===== config.mk =====
export PLATFORM = sky130hd
export DESIGN_NAME = imm_encoder
export DESIGN_NICKNAME = d
export VERILOG_FILES = /design/src/rtl/imm_pkg.sv /design/src/rtl/imm_pack.sv /design/src/rtl/imm_encoder.sv
export SDC_FILE = /design/constraint.sdc
export NUM_CORES = 1
export LEC_CHECK = 0
export CORE_ASPECT_RATIO = 0.75
export CORE_MARGIN = 1.5
export CORE_UTILIZATION = 49
export DETAILED_ROUTE_END_ITERATION = 16
export GPL_TIMING_DRIVEN = 0
export PLACE_DENSITY = 0.83
export SETUP_SLACK_MARGIN = 0.02
export SKIP_LAST_GASP = 1
export SYNTH_ARGS = -nofsm -noshare
export SYNTH_HDL_FRONTEND = slang
export SYNTH_SLANG_ARGS = --single-unit

===== constraint.sdc =====
create_clock -name clk -period 2.9 [get_ports clk]
set_clock_uncertainty 0.15 [all_clocks]
set_input_delay 0.725 -clock clk [delete_from_list [all_inputs] [get_ports clk]]
set_output_delay 0.725 -clock clk [all_outputs]
set_load 0.01 [all_outputs]

===== src/rtl/imm_pkg.sv =====
// Immediate format codes shared by the immediate extender and the immediate encoder.
// Also carries the reference extender so both directions agree on field placement.
package imm_pkg;

   typedef enum logic [2:0] {
      IMM_I = 3'b000,
      IMM_S = 3'b001,
      IMM_B = 3'b010,
      IMM_J = 3'b011,
      IMM_U = 3'b100
   } imm_src_e;

   localparam int unsigned XLEN = 32;

   function automatic logic [XLEN-1:0] imm_extend(input logic [2:0] src,
                                                  input logic [XLEN-1:0] instr);
      logic [XLEN-1:0] ext;
      ext = '0;
      case (src)
         IMM_I: ext = {{20{instr[31]}}, instr[31:20]};
         IMM_S: ext = {{20{instr[31]}}, instr[31:25], instr[11:7]};
         IMM_B: ext = {{19{instr[31]}}, instr[31], instr[7], instr[30:25], instr[11:8], 1'b0};
         IMM_J: ext = {{11{instr[31]}}, instr[31], instr[19:12], instr[20], instr[30:21], 1'b0};
         IMM_U: ext = {instr[31:12], 12'h000};
         default: ext = '0;
      endcase
      return ext;
   endfunction

endpackage


===== src/rtl/imm_pack.sv =====
// Combinational immediate packer: scatters imm into the format's instruction fields
// over base_instr and flags immediates the format cannot represent.
module imm_pack (
   input  logic [2:0]  imm_src,
   input  logic [31:0] imm,
   input  logic [31:0] base_instr,
   output logic [31:0] instr,
   output logic        err
);
   import imm_pkg::*;

   // A value fits an N-bit signed field when every bit from N-1 upward matches the sign.
   logic fit12;
   logic fit13;
   logic fit21;

   assign fit12 = (imm[31:11] == '0) || (imm[31:11] == '1);
   assign fit13 = (imm[31:12] == '0) || (imm[31:12] == '1);
   assign fit21 = (imm[31:20] == '0) || (imm[31:20] == '1);

   always_comb begin
      instr = base_instr;
      err   = 1'b0;
      case (imm_src)
         IMM_I: begin
            instr[31:20] = imm[11:0];
            err          = !fit12;
         end
         IMM_S: begin
            instr[31:25] = imm[11:5];
            instr[11:7]  = imm[4:0];
            err          = !fit12;
         end
         IMM_B: begin
            instr[31]    = imm[12];
            instr[7]     = imm[11];
            instr[30:25] = imm[10:5];
            instr[11:8]  = imm[4:1];
            err          = imm[0] || !fit13;
         end
         IMM_J: begin
            instr[31]    = imm[20];
            instr[19:12] = imm[19:12];
            instr[20]    = imm[11];
            instr[30:21] = imm[10:1];
            err          = imm[0] || !fit21;
         end
         IMM_U: begin
            instr[31:12] = imm[31:12];
            err          = (imm[11:0] != '0);
         end
         default: err = 1'b1;
      endcase
   end

endmodule


===== src/rtl/imm_encoder.sv =====
// Two-stage valid/ready pipeline around imm_pack: S1 registers the encoded result,
// S2 presents it downstream; also counts delivered error transfers (saturating).
module imm_encoder (
   input  logic        clk,
   input  logic        rst,
   input  logic        in_valid,
   output logic        in_ready,
   input  logic [2:0]  imm_src,
   input  logic [31:0] imm,
   input  logic [31:0] base_instr,
   output logic        out_valid,
   input  logic        out_ready,
   output logic [31:0] out_instr,
   output logic        out_err,
   output logic [7:0]  err_count
);
   import imm_pkg::*;

   logic [31:0] pack_instr;
   logic        pack_err;
   logic        s1_valid;
   logic [31:0] s1_instr;
   logic        s1_err;
   logic        s2_adv;
   logic        s1_adv;

   imm_pack u_pack (
      .imm_src    (imm_src),
      .imm        (imm),
      .base_instr (base_instr),
      .instr      (pack_instr),
      .err        (pack_err)
   );

   assign s2_adv   = !out_valid || out_ready;
   assign s1_adv   = !s1_valid || s2_adv;
   assign in_ready = s1_adv;

   always_ff @(posedge clk) begin
      if (rst) begin
         s1_valid  <= 1'b0;
         s1_instr  <= '0;
         s1_err    <= 1'b0;
         out_valid <= 1'b0;
         out_instr <= '0;
         out_err   <= 1'b0;
         err_count <= '0;
      end else begin
         if (s1_adv) begin
            s1_valid <= in_valid;
            if (in_valid) begin
               s1_instr <= pack_instr;
               s1_err   <= pack_err;
            end
         end
         // Data registers only load on a real transfer so a stalled output holds.
         if (s2_adv) begin
            out_valid <= s1_valid;
            if (s1_valid) begin
               out_instr <= s1_instr;
               out_err   <= s1_err;
            end
         end
         if (out_valid && out_ready && out_err && (err_count != '1))
            err_count <= err_count + 8'd1;
      end
   end

endmodule


-- Word-level counts from Yosys, hierarchy flattened
Cells that the tools add are included.
- add/sub/neg operators: 1
- equality and inequality tests: 8
- multiplexer cells: 5
- reductions and logical operators: 24
- operators by type and width (cell ; count):
    7-bit one-hot mux with 4 select lines ; 1
    21-bit equality test (second input constant) ; 1
    21-bit zero test ; 1
    20-bit equality test (second input constant) ; 1
    20-bit zero test ; 1
    5-bit one-hot mux with 3 select lines ; 1
    12-bit equality test (second input constant) ; 1
    12-bit zero test ; 1
    12-bit nonzero test ; 1
    5-bit one-hot mux with 2 select lines ; 1
    8-bit by 1-bit adder with 8-bit output (second input constant) ; 1
    8-bit 2-to-1 mux ; 1
    8-bit inequality test (second input constant) ; 1
    1-bit logical OR ; 7
    3-bit by 2-bit equality test with 1-bit output (second input constant) ; 2
    1-bit zero test ; 5
    1-bit one-hot mux with 4 select lines ; 1
    2-bit AND reduction ; 2
    2-bit OR reduction ; 2
    3-bit by 1-bit equality test with 1-bit output (second input constant) ; 1
    3-bit equality test (second input constant) ; 1
    1-bit logical AND ; 3
    3-bit zero test ; 1
- bits in registers: 76
- logic and storage cells: 45

-- Depth between registers and ports, before layout
- depth after elaboration: 5
- gate-level depth with buffers: 6
- depth with buffers taken out: 6

-- Modules after synthesis
A second synthesis with hierarchy kept.
- cells, all modules: 483
- area, all modules: 3847.4 um2
- modules (own cells, without submodules) (module ; instances ; cells an instance ; area an instance (um2)):
    imm_encoder ; 1 ; 356 ; 3007.9
    imm_pack ; 1 ; 127 ; 839.6

-- Worst setup path after synthesis
No wires, ideal clock.
- kind: input -> register
- from: input imm_src[2]
- to: register s1_instr[12]
- setup time: 0.143 ns
- arrival time: 1.720 ns
- data required time: 2.607 ns
- path slack: 0.887 ns
- stages on the path: 6
- path through: buf_6 -> nor3b_4 -> o21bai_1 -> buf_6 -> mux2i_1 -> a211oi_2
- word-level cells in the longest chain between the ends: 3
- elaborated cells on any way between the ends: 4
- classes of those cells: eq/ne (2); mux (1); reduce/logical (1)
- ends and longest elaborated chain (element ; RTL line ; RTL):
    start: declaration ; imm_encoder.sv:8 ; input logic [2:0] imm_src,
    3-bit by 2-bit equality test with 1-bit output or 3-bit equality test (tied branches) ; imm_pack.sv:24 ; case (imm_src)
    2-bit OR reduction (no source line) (*) ; - ;
    8-bit 2-to-1 mux (*) ; imm_pack.sv:24 ;
    end signal: assignment ; imm_encoder.sv:52 ; s1_instr <= pack_instr;
    end: declaration ; imm_encoder.sv:22 ; logic [31:0] s1_instr;
Every way passes the cells marked *; elsewhere a longest branch is shown, timed or not.
A chain may end at the register's enable or synchronous reset.

-- Worst setup path after layout
- from: input out_ready
- to: output in_ready
- word-level cells in the longest chain between the ends: 2
- ends and longest elaborated chain (element ; RTL line ; RTL):
    start: declaration ; imm_encoder.sv:12 ; input logic out_ready,
    1-bit logical OR ; imm_encoder.sv:35 ; assign s2_adv = !out_valid || out_ready;
    1-bit logical OR ; imm_encoder.sv:36 ; assign s1_adv = !s1_valid || s2_adv;
    end: declaration ; imm_encoder.sv:7 ; output logic in_ready,
Every way passes these cells.

==> impl_metrics.toml <==
[floorplanning]
top_level_ports = 114
initial_utilization_pct = 50.18
num_rows = 26
die_x_um = 99.13
fp.coreArea_um2 = 6766
die_h_um = 75.10
fp.dieArea_um2 = 7444

[clocking]
clk-insertion-delay-late_ps = 350
clockBufferDepth = 2
clk_pin_slew_worst_paths_ps = 90
cts_tree = "built"
cts-root-buf = "clkbuf_8"
numCtsBuffers = 9
h-tree-depth = 3
cts_setup_buffers = 0
cts_sinks = 76

[yosys]
synth.distinct_cells = 41
ys_seq_area_share_pct = 44.80
synth_enable_flop_cells = 0
syn_avg_cell_area_um2 = 8.066
synth_top_area_cell = "dfxtp_1"
ys_ff_latch = 76
yosys-top-cells-area = "dfxtp_1 (45%), nand2_1 (11%), a21oi_1 (8.1%)"
synth_area_um2 = 3396
yosys_warnings = 0
synth_nets = 493
syn-instance-count = 421
async_reset_ff_share_pct = 0
yosysMostFrequentCell = "nand2_1"
synth_common_cells = "nand2_1 (104), dfxtp_1 (76), a21oi_1 (55)"
synth_top_flop_cell = "dfxtp_1"
synth_top_area_share_pct = 44.80

[placement]
place_congestion = 0.9333
post-place-ws_ps = -3.027
io_buffers = 111
numPlacedInstances = 616
dp_hpwl_um = 7799

[global_routing]
antenna_found_initial = 0
grt_pass1_vias = 3314
grt_util_all_layers_pct = 27.92
overflow = 0
grt_pass1_wl_um = 16110
grt_max_degree = 16

[pwr]
ir_drop_v = 0.0002346
finalPower_mw = 2.252
p_leak_nw = 1.681
power_density_nw_per_um2 = 470.0

[sta]
fin_crit_sh_pct = 91.91
slew_violations = 0
final_critical_path_setup_slack_ps = 234.5
hold_violations = 0
max_clock_freq_mhz = 375.2
tightestPinTransition_ps = 732.7
relSlewSlack_pct = 49.89
period_needed_ps = 2665
setup_viol = 0
rsz0062_at_grt = "no"

[finish]
final_nets = 615
multi_input_area_um2 = 1703
final_layout_size_suffix_gt1_share_pct = 8.029
seqCellArea_um2 = 1521
stdcell_count = 632
nFillCells = 536
area_growth_pct = 41.12
n_antenna_cell = 0

[run]
cap_violations = 0

[detailed_routing]
drt_wl_total_um = 10240
first_iter_violations = 248
wl_met1_um = 4564
drtAntennaViolNets = 0
route.detailed.drc = 0
wl_met3_um = 708
wl_per_cell_um = 16.21
dr_wl_met2_um = 4649
routed.top_layer = "met4"
dr.pass1.iters = 8
via_count = 3561
viasPerCell = 5.634

[worst_setup_path]
start_kind = "input port"
worstSetupStartpoint = "out_ready"
crit_type = "input port to output pin"
crit_path_end_kind = "output pin"
r2r_slack_ps = 920
reg2reg_from = "out_valid$_SDFFE_PP0P_"
worstPathMaxFanout = 4
required_ps = 2030
r2r_end = "s1_instr[14]$_SDFFE_PP0P_"
arrival_ps = 1790
reg2reg_depth = 5
crit_end = "in_ready"

[status]
status = "finished, final reports clean"

[hold_path]
hp-class = "flop to flop"
-- layout by cell type (no fill, tap or decap), drive strengths merged, types with 6 or more instances in the layout --
| cell type | netlist | final |
|---|---|---|
| a211oi | 16 | 16 |
| a21oi | 58 | 58 |
| a311oi | 6 | 6 |
| buf | 12 | 12 |
| clkbuf | 18 | 27 |
| clkdlybuf4s50 | 0 | 110 |
| dfxtp | 76 | 76 |
| inv | 5 | 9 |
| mux2i | 13 | 13 |
| nand2 | 104 | 104 |
| nand3 | 6 | 6 |
| nand4 | 7 | 7 |
| nor2 | 46 | 46 |
| nor3 | 7 | 7 |
| nor4 | 9 | 9 |
| xnor2 | 6 | 6 |
-- final cells by class --
cell class,instances,area share [%]
clock buffers,9,2.585
flip-flops and latches,76,31.75
repair buffers,111,23.16
inverters,5,0.3916
multi-input cells,310,35.54
well taps,84,2.193
plain buffers,30,3.185
clock inverters,7,1.201
-- layer usage --
metal  vias to the layer above  global-route usage (%)
met5                         -                       0
met4                         0                   12.83
met3                        30                   5.757
met2                       165                   45.90
met1                      1654                   36.16
li1                       1712                       -
-- worst min path at each step --
stage,start,end,cells past startpoint
after floorplan,s1_instr[0]$_SDFFE_PP0P_,out_instr[0]$_SDFFE_PP0P_,2
after global placement,s1_instr[2]$_SDFFE_PP0P_,out_instr[2]$_SDFFE_PP0P_,2
after detailed placement,s1_instr[23]$_SDFFE_PP0P_,out_instr[23]$_SDFFE_PP0P_,2
after CTS,s1_instr[7]$_SDFFE_PP0P_,out_instr[7]$_SDFFE_PP0P_,2
after global routing,s1_instr[8]$_SDFFE_PP0P_,out_instr[8]$_SDFFE_PP0P_,2
final,s1_instr[7]$_SDFFE_PP0P_,out_instr[7]$_SDFFE_PP0P_,2
-- critical path: stages --
cell and delay, ps:
clkdlybuf4s50_1 460, nand3b_1 260, dlygate4sd2_1 340
-- flip-flops by register name, summed over array words and instances (netlist names) --
name,count
out_instr,32
s1_instr,32
err_count,8
out_err,1
out_valid,1
s1_err,1
s1_valid,1
-- timing repair --
item / CTS / global route
hold buffers: 0 / 0
gates resized for setup: 1 / 0
setup endpoints to repair: 1 / 0
-- kinds of logic (layout without fill, tap and decap cells) --
group | Yosys count | in the layout | synth area share (%)
AO/OA/AOI/OAI | 96 | 96 | 18.64
buffers and inverters | 35 | 162 | 5.048
XOR/XNOR | 7 | 7 | 1.805
flip-flops | 76 | 76 | 44.80
adder cells (fa/ha/maj) | 1 | 1 | 0.3684
multiplexers | 13 | 13 | 3.832
AND/OR/NAND/NOR | 193 | 193 | 25.50
-- through the flow --
stage / hold slack [ps] / TNS, ps / instance area [um2] / utilization [%]
2_1_floorplan: 282.1 / 0 / 3396 / -
3_3_place_gp: 291.5 / 0 / 4612 / 68.16
3_5_place_dp: 296.2 / -5.544 / 4612 / 68.16
4_1_cts: 307.2 / 0 / 4792 / 70.82
5_1_grt: 317.1 / 0 / 4792 / 70.82
6_report: 306.7 / 0 / 4792 / 70.82
-- power by group --
| part | total (mW) | leakage (nW) | internal [mW] | switching (mW) |
|---|---|---|---|---|
| Combinational | 0.381 | 0.971 | 0.187 | 0.194 |
| Clock | 0.749 | 0.0886 | 0.324 | 0.425 |
| Sequential | 1.12 | 0.622 | 1.09 | 0.0304 |
Power figures use the tool's default switching activity.
